File: config.mk
export PLATFORM = sky130hd
export DESIGN_NAME = switch_event_display
export DESIGN_NICKNAME = d
export VERILOG_FILES = /design/src/rtl/switch_event_display.sv
export SDC_FILE = /design/constraint.sdc
export NUM_CORES = 1
export LEC_CHECK = 0
export CAP_MARGIN = 20
export CORE_ASPECT_RATIO = 0.75
export CORE_MARGIN = 2
export CORE_UTILIZATION = 59
export CTS_CLUSTER_SIZE = 14
export DETAILED_ROUTE_END_ITERATION = 16
export HOLD_SLACK_MARGIN = 0.1
export PLACE_DENSITY_LB_ADDON = 0.12
export SLEW_MARGIN = 20
export SYNTH_ARGS = -nofsm -noshare
export SYNTH_HDL_FRONTEND = slang
export SYNTH_SLANG_ARGS = --single-unit
File: constraint.sdc
create_clock -name CLOCK_50_I -period 3.8 [get_ports CLOCK_50_I]
set_input_delay 0.76 -clock CLOCK_50_I [delete_from_list [all_inputs] [get_ports CLOCK_50_I]]
set_output_delay 0.76 -clock CLOCK_50_I [all_outputs]
set_load 0.005 [all_outputs]
File: src/rtl/switch_event_display.sv
// Debounced switch bank with BCD switch-on event counter and registered LED / seven-segment outputs.
// Optional macro LEADING_ZERO_BLANK_EN blanks leading zeros of the count digits.
module switch_event_display #(
  parameter int unsigned NUM_SWITCHES    = 18,
  parameter int unsigned NUM_DIGITS      = 8,
  parameter int unsigned DEBOUNCE_CYCLES = 50000
) (
  input  logic                    CLOCK_50_I,
  input  logic                    RESETN_I,
  input  logic [NUM_SWITCHES-1:0] SWITCH_I,
  output logic [NUM_SWITCHES-1:0] LED_RED_O,
  output logic [8:0]              LED_GREEN_O,
  output logic [6:0]              SEVEN_SEGMENT_N_O [NUM_DIGITS-1:0]
);

  localparam int unsigned CNT_W      = $clog2(DEBOUNCE_CYCLES);
  localparam int unsigned CNT_DIGITS = NUM_DIGITS - 2;
  localparam logic [6:0]  SEG_BLANK  = 7'h7F;
  localparam logic [6:0]  SEG_ZERO   = 7'h40;

  function automatic logic [6:0] seg7(input logic [3:0] d);
    case (d)
      4'd0:    seg7 = 7'h40;
      4'd1:    seg7 = 7'h79;
      4'd2:    seg7 = 7'h24;
      4'd3:    seg7 = 7'h30;
      4'd4:    seg7 = 7'h19;
      4'd5:    seg7 = 7'h12;
      4'd6:    seg7 = 7'h02;
      4'd7:    seg7 = 7'h78;
      4'd8:    seg7 = 7'h00;
      4'd9:    seg7 = 7'h10;
      default: seg7 = SEG_BLANK;
    endcase
  endfunction

  logic [NUM_SWITCHES-1:0] sync_meta, sync_q, stable_q, stable_d;
  logic [CNT_W-1:0]        db_cnt_q [NUM_SWITCHES];
  logic [CNT_W-1:0]        db_cnt_d [NUM_SWITCHES];
  logic                    event_q;
  logic                    ovf_q;
  logic [3:0]              bcd_q   [CNT_DIGITS];
  logic [3:0]              bcd_inc [CNT_DIGITS];
  logic                    carry_c;
  logic [4:0]              index_c;
  logic                    none_c;
  logic [3:0]              tens_c, units_c;
  logic                    lead_zero_c;
  logic [6:0]              seg_d [NUM_DIGITS];

  // Debounce: a change is accepted only after DEBOUNCE_CYCLES consecutive differing samples
  always_comb begin
    stable_d = stable_q;
    for (int i = 0; i < int'(NUM_SWITCHES); i++) begin
      db_cnt_d[i] = '0;
      if (sync_q[i] != stable_q[i]) begin
        if (db_cnt_q[i] == CNT_W'(DEBOUNCE_CYCLES - 1)) stable_d[i] = sync_q[i];
        else db_cnt_d[i] = db_cnt_q[i] + 1'b1;
      end
    end
  end

  always_ff @(posedge CLOCK_50_I or negedge RESETN_I) begin
    if (!RESETN_I) begin
      sync_meta <= '0;
      sync_q    <= '0;
      stable_q  <= '0;
      event_q   <= 1'b0;
      for (int i = 0; i < int'(NUM_SWITCHES); i++) db_cnt_q[i] <= '0;
    end else begin
      sync_meta <= SWITCH_I;
      sync_q    <= sync_meta;
      stable_q  <= stable_d;
      event_q   <= |(stable_d & ~stable_q);
      for (int i = 0; i < int'(NUM_SWITCHES); i++) db_cnt_q[i] <= db_cnt_d[i];
    end
  end

  assign LED_RED_O = stable_q;

  // BCD increment; carry out of the top digit means the counter was all nines
  always_comb begin
    carry_c = 1'b1;
    for (int k = 0; k < int'(CNT_DIGITS); k++) begin
      bcd_inc[k] = bcd_q[k];
      if (carry_c) begin
        if (bcd_q[k] == 4'd9) bcd_inc[k] = 4'd0;
        else begin
          bcd_inc[k] = bcd_q[k] + 4'd1;
          carry_c    = 1'b0;
        end
      end
    end
  end

  always_ff @(posedge CLOCK_50_I or negedge RESETN_I) begin
    if (!RESETN_I) begin
      ovf_q <= 1'b0;
      for (int k = 0; k < int'(CNT_DIGITS); k++) bcd_q[k] <= 4'd0;
    end else if (event_q) begin
      ovf_q <= ovf_q | carry_c;
      for (int k = 0; k < int'(CNT_DIGITS); k++) bcd_q[k] <= bcd_inc[k];
    end
  end

  // Highest set stable bit wins
  always_comb begin
    index_c = '0;
    for (int i = 0; i < int'(NUM_SWITCHES); i++)
      if (stable_q[i]) index_c = 5'(i);
    none_c = ~|stable_q;
  end

  always_comb begin
    if (index_c >= 5'd30) begin
      tens_c = 4'd3; units_c = 4'(index_c - 5'd30);
    end else if (index_c >= 5'd20) begin
      tens_c = 4'd2; units_c = 4'(index_c - 5'd20);
    end else if (index_c >= 5'd10) begin
      tens_c = 4'd1; units_c = 4'(index_c - 5'd10);
    end else begin
      tens_c = 4'd0; units_c = 4'(index_c);
    end
  end

  always_comb begin
    lead_zero_c = 1'b1;
    seg_d[0] = none_c ? SEG_BLANK : seg7(units_c);
    seg_d[1] = (none_c || tens_c == 4'd0) ? SEG_BLANK : seg7(tens_c);
    for (int k = int'(CNT_DIGITS) - 1; k >= 0; k--) begin
      seg_d[k+2] = seg7(bcd_q[k]);
`ifdef LEADING_ZERO_BLANK_EN
      if (k > 0 && lead_zero_c && bcd_q[k] == 4'd0) seg_d[k+2] = SEG_BLANK;
      else lead_zero_c = 1'b0;
`endif
    end
  end

  always_ff @(posedge CLOCK_50_I or negedge RESETN_I) begin
    if (!RESETN_I) begin
      LED_GREEN_O          <= 9'h100;
      SEVEN_SEGMENT_N_O[0] <= SEG_BLANK;
      SEVEN_SEGMENT_N_O[1] <= SEG_BLANK;
      for (int d = 2; d < int'(NUM_DIGITS); d++) begin
`ifdef LEADING_ZERO_BLANK_EN
        SEVEN_SEGMENT_N_O[d] <= (d == 2) ? SEG_ZERO : SEG_BLANK;
`else
        SEVEN_SEGMENT_N_O[d] <= SEG_ZERO;
`endif
      end
    end else begin
      LED_GREEN_O <= {none_c, ovf_q, 2'b00, index_c};
      for (int d = 0; d < int'(NUM_DIGITS); d++) SEVEN_SEGMENT_N_O[d] <= seg_d[d];
    end
  end

endmodule
Word level (Yosys, flattened, before mapping)

Memories as Yosys holds them, arrays and structs flattened. A register that Yosys moved wholly into a read port is not among the register bits.
Cells that the tools add are included.

Register bits after elaboration: 389
ROM bits: 896
Memories: 8

Add/subtract/negate cells: 27
$lt $le $gt $ge: 3
Equality and inequality tests: 42
Multiplexer cells: 114
Bitwise operators: 3
Reductions and logical operators: 16

Memory list:

| memory          | words | bits a word | read ports | clocked after memory_dff | wr ports | line | source |
|---|---|---|---|---|---|---|---|
| (no name shown) | 16    | 7           | 1          | 0                        | 0        | 22   | `case (d)` |
| (no name shown) | 16    | 7           | 1          | 0                        | 0        | 22   |  |
| (no name shown) | 16    | 7           | 1          | 1                        | 0        | 22   |  |
| (no name shown) | 16    | 7           | 1          | 1                        | 0        | 22   |  |
| (no name shown) | 16    | 7           | 1          | 1                        | 0        | 22   |  |
| (no name shown) | 16    | 7           | 1          | 1                        | 0        | 22   |  |
| +2 memories     | -     | -           | -          | -                        | -        | -    |  |

Operator list:

| operator                                                                            | number |
|---|---|
| 16-bit 2-to-1 mux                                                                   | 36 |
| 16-bit by 1-bit adder with 16-bit output, second input constant                     | 18 |
| 16-bit equality test, second input constant                                         | 18 |
| 5-bit 2-to-1 mux                                                                    | 16 |
| 1-bit 2-to-1 mux                                                                    | 49 |
| 4-bit 2-to-1 mux                                                                    | 9 |
| 18-bit OR reduction                                                                 | 2 |
| 4-bit by 1-bit adder with 4-bit output, second input constant                       | 6 |
| 4-bit equality test, second input constant                                          | 6 |
| 18-bit bitwise AND                                                                  | 1 |
| 1-bit != test                                                                       | 18 |
| 18-bit inverter                                                                     | 1 |
| 7-bit 2-to-1 mux                                                                    | 2 |
| 5-bit greater-or-equal comparator, second input constant                            | 2 |
| 2-bit AND reduction                                                                 | 5 |
| 4-bit subtractor, second input constant                                             | 2 |
| 1-bit logical NOT                                                                   | 7 |
| 5-bit by 4-bit greater-or-equal comparator with 1-bit output, second input constant | 1 |
| 4-bit logical NOT                                                                   | 1 |
| 2-bit 2-to-1 mux                                                                    | 2 |
| 4-bit by 3-bit subtractor with 4-bit output, second input constant                  | 1 |
| 1-bit logical OR                                                                    | 1 |
| 1-bit bitwise OR                                                                    | 1 |

Longest topological paths before layout

Depth after elaboration: 24
Mapped depth: 15

Worst setup path before layout

Ideal clock, no wire load.

Path type: reg2reg
Start: register stable_q[5] (netlist: LED_RED_O[5])
End: register SEVEN_SEGMENT_N_O[5] (netlist bit)
Library setup time: 0.082 ns
Data arrival time: 2.814 ns
Slack: 0.905 ns
Cell stages (with the launch flop): 14
Path through: dfrtp_1 > o31a_1 > o31ai_1 > nor2b_1 > clkbuf_1 > ha_1 > nor2b_1 > nand3_1 > o21a_1 > nor3_1 > a21oi_1 > ha_1 > a21o_1 > a22oi_1

RTL lines:

| element                  | line | source |
|---|---|---|
| start: declaration       | 37   | `logic [NUM_SWITCHES-1:0] sync_meta, sync_q, stable_q, stable_d;` |
| start signal: assignment | 73   | `stable_q <= stable_d;` |
| end: declaration         | 13   | `output logic [6:0] SEVEN_SEGMENT_N_O [NUM_DIGITS-1:0]` |

==> metrics.log <==
INFO  metric worst_ir_drop_vdd = between 0.0003 and 0.0004 V
INFO  metric max_cap_violations = 0
INFO  metric design.core.area = about 33000 sq um
INFO  metric crit-reg2reg-capture = SEVEN_SEGMENT_N_O[5]
INFO  metric critPathLaunchType = flip-flop
INFO  metric grt_start_max_net_pins = slightly below 90
INFO  metric fin_skew = approximately 0.012 ns
INFO  metric worstPathMaxFanout = 9
INFO  metric vias_in_the_first_global_route = approximately 13000
INFO  metric clock_insertion_delay_at_the_later_pin_of_the_skew_report = between 0.5 and 0.6 ns
INFO  metric hold_path_class = in2async
INFO  metric drc = 0
INFO  metric timing.critical_path.to = SEVEN_SEGMENT_N_O[5]
INFO  metric synth.yosys.seq_area_share = about 54%
INFO  metric hpwlAfterDp = 26300 microns
INFO  metric clockRootBuffer = sky130_fd_sc_hd__clkbuf_16
INFO  metric track_usage = 22.7%
INFO  metric post-route-period-util = 92.1%
INFO  metric postSynth.topFlopCell = sky130_fd_sc_hd__dfrtp_1
INFO  metric antenna_found_initial = 1
INFO  metric synth.lib_cells_used.distinct = 58
INFO  metric synth_enable_flop_cells = 0
INFO  metric route.detailed.wl_per_inst = ~15 microns
INFO  metric drt.antenna.violating_nets = 0
INFO  metric type_of_the_worst_setup_path = reg2reg
INFO  metric worst_path_largest_cell_delay = 0.50 ns
INFO  metric h-tree-depth = 2
INFO  metric placement_rows = 58
INFO  metric top_level_ports = slightly above 100
INFO  metric placer_congestion = between 0.8 and 0.9
INFO  metric maxSlewViolCount = 0
INFO  metric finalSetupViolations = 0
INFO  metric detailed_route_vias_per_instance = about 5.4
INFO  metric cp_slowest_cell = sky130_fd_sc_hd__dfrtp_1
INFO  metric critPathLaunch = LED_RED_O[16]
INFO  metric clock_tree_from_tritoncts = built
INFO  metric ys_ff_latch = 430
INFO  metric cts.sink_count = 430
INFO  metric total_power = 9.20 mW
INFO  metric relSlewSlack = between 50 and 60%
INFO  metric layout.filler_cells = roughly 2500
INFO  metric power_density = 405 nW/um^2
INFO  metric ratio_of_cells_with_drive_above_1_in_the_final_layout = under 10%
INFO  metric numPortBuffers = 100
INFO  metric arrival = between 3 and 4 ns
INFO  metric static-leakage-power = about 10 nW
INFO  metric die_h = roughly 160 microns
INFO  metric r2r.worst_path.cells = 12
INFO  metric cts-resized-gates = 0
INFO  metric design.final.nets = ~2100
INFO  metric cp_required = about 4.3 ns
INFO  metric layout_common_cells = sky130_fd_sc_hd__dfrtp_1 (410), sky130_fd_sc_hd__nor2_1 (365), sky130_fd_sc_hd__nand2_1 (160)
INFO  metric grt_remaining_overflow = 0
INFO  metric post-route-min-period = approximately 3.5 ns
INFO  metric dieArea = ~35000 sq um
INFO  metric antenna_cells = 0
INFO  metric grt_setup_unrepaired = no
INFO  metric layout_commonest_cell = sky130_fd_sc_hd__dfrtp_1
INFO  metric least_margin_pin_slew = 0.696 ns
INFO  metric cts.reportedPaths.clkPinSlew = ~0.06 ns
INFO  metric hold_viol_final = 0
INFO  metric detailroute.via_count = 13695
INFO  metric worstPathCellList = nor2_1 -> o31ai_1 -> nor2b_1 -> ha_1 -> nor2b_1 -> nand3_1 -> o21a_1 -> nor3_1 -> a21oi_1 -> ha_1 -> a21o_1 -> a22oi_1
INFO  metric run_status = finished, final reports clean
INFO  metric post_synth_inst_count = just under 2000
INFO  metric hold_buffers = 0
INFO  metric synthToLayoutAreaGrowth = 14.7%
INFO  metric start_util = a little under 60%
INFO  metric synth_area_per_cell = around 10 sq um
INFO  metric multi_input_area = 8680 sq um
INFO  metric synthesis.area = roughly 20000 sq um
INFO  metric route.final.wire_length = slightly below 40000 microns
INFO  metric reg2reg_slack = between 0.2 and 0.3 ns
INFO  metric cts.repair_timing.setup_buffer_count = 0
INFO  metric synthesis.yosys.warnings = 0
INFO  metric first_iter_violations = slightly below 1000
INFO  metric cts-buffers-inserted = 43
INFO  metric synthArstFlopShare = 100%
INFO  metric cts_buffer_depth = 3
INFO  metric fin_setup_tns = 0 ns
INFO  metric drt-pass1-iter-count = 7
INFO  metric chipWidth = between 200 and 250 microns
INFO  metric ff_latch_area = between 10000 and 15000 sq um
INFO  metric r2r-start = LED_RED_O[16]
INFO  metric worst_setup_path_end_kind = flip-flop
INFO  metric grt_pass1_wl = 65900 microns
INFO  metric fmax = around 290 MHz
==> flip-flops by register name, indices dropped and copies added (netlist names), 7 cells and up <==
signal,count
sync_q,18
bcd_q,24
db_cnt_q,288
LED_GREEN_O,7
sync_meta,18
LED_RED_O,18
SEVEN_SEGMENT_N_O,55
==> critical path, delay by kind of cell, from the launching register on <==
| kind | cells | cell delay [ns] |
|---|---|---|
| and+or+nand+nor | 5 | 1.49 |
| DFF | 1 | 0.50 |
| AOI/OAI and AO/OA | 5 | 0.90 |
| adders and majority gates | 2 | 0.54 |
==> routing by layer <==
layer	vias to the layer above	GRT usage (%)	wire length, microns	share of wire [%]
met5	-	0	0	0
met4	0	7.08	988	2.6
met3	61	4.46	1890	4.9
met2	249	33.8	16900	44
met1	6628	33.8	18900	49
li1	6757	-	-	-
==> power by group <==
part           leakage (nW)  total [mW]  switching (mW)  internal, mW
Sequential             5.81        4.70          0.0492          4.65
Clock                 0.709        4.25            1.76          2.49
Combinational          3.87       0.251           0.172        0.0791
==> Yosys cell counts, drive strengths merged (35+ instances only) <==
| cell | n | area (sq um) |
|---|---|---|
| dfrtp | 410 | 10300 |
| and3 | 93 | 582 |
| xor2 | 153 | 1340 |
| ha | 57 | 713 |
| clkbuf | 35 | 133 |
| inv | 44 | 165 |
| xnor2 | 115 | 1010 |
| a21oi | 43 | 215 |
| o21ai | 52 | 260 |
| nand2 | 160 | 601 |
| nand4 | 47 | 294 |
| nand3 | 91 | 455 |
| nor3 | 54 | 280 |
| nor2 | 365 | 1370 |
==> cells by family (layout without fill, tap and decap cells) <==
| group | Yosys count | count (layout) | synth area share [%] |
|---|---|---|---|
| AOI/OAI and AO/OA | 142 | 142 | 4.23 |
| xor gates and xnor gates | 268 | 268 | 11.8 |
| adders and majority gates | 57 | 57 | 3.60 |
| buffers and inverters | 88 | 229 | 1.77 |
| DFF | 430 | 430 | 54.4 |
| muxes | 24 | 24 | 1.34 |
| other | 2 | 3 | 0.0379 |
| and+or+nand+nor | 940 | 940 | 22.7 |
==> stage by stage <==
stage / hold slack (ns) / worst slack, ns / instances / cell area, sq um / utilization (%)
6_report: 0.212 / 0.300 / 2543 / 22700 / 68.2
4_1_cts: 0.228 / 0.400 / 2543 / 22700 / 68.2
2_1_floorplan: 0.331 / 0.905 / 1952 / 19800 / -
3_3_place_gp: 0.334 / 0.559 / 2465 / 21300 / 64.0
5_1_grt: 0.258 / 0.0883 / 2543 / 22700 / 68.2
3_5_place_dp: 0.335 / 0.416 / 2465 / 21300 / 64.0
==> how the worst min path moves through the flow <==
| stage | from | end | slack [ns] | cells past startpoint |
|---|---|---|---|---|
| floorplan | sync_meta[0] | sync_q[0] | 0.33 | 0 |
| global placement | sync_meta[9] | sync_q[9] | 0.33 | 0 |
| detailed placement | sync_meta[15] | sync_q[15] | 0.33 | 0 |
| CTS | RESETN_I | db_cnt_q[121] | 0.23 | 1 |
| global route | RESETN_I | db_cnt_q[120] | 0.26 | 1 |
| finish | RESETN_I | db_cnt_q[120] | 0.21 | 1 |
==> area by class of cell <==
class                           count  share of cell area [%]
Multi-Input combinational cell   1434                    38.2
Tap cell                          450                    2.48
Inverter                           45                   0.743
Clock buffer                       59                    5.45
Timing Repair Buffer              106                    4.85
Sequential cell                   430                    47.5
Clock inverter                     19                   0.809
No activity file was read; power rests on OpenSTA's default activity.
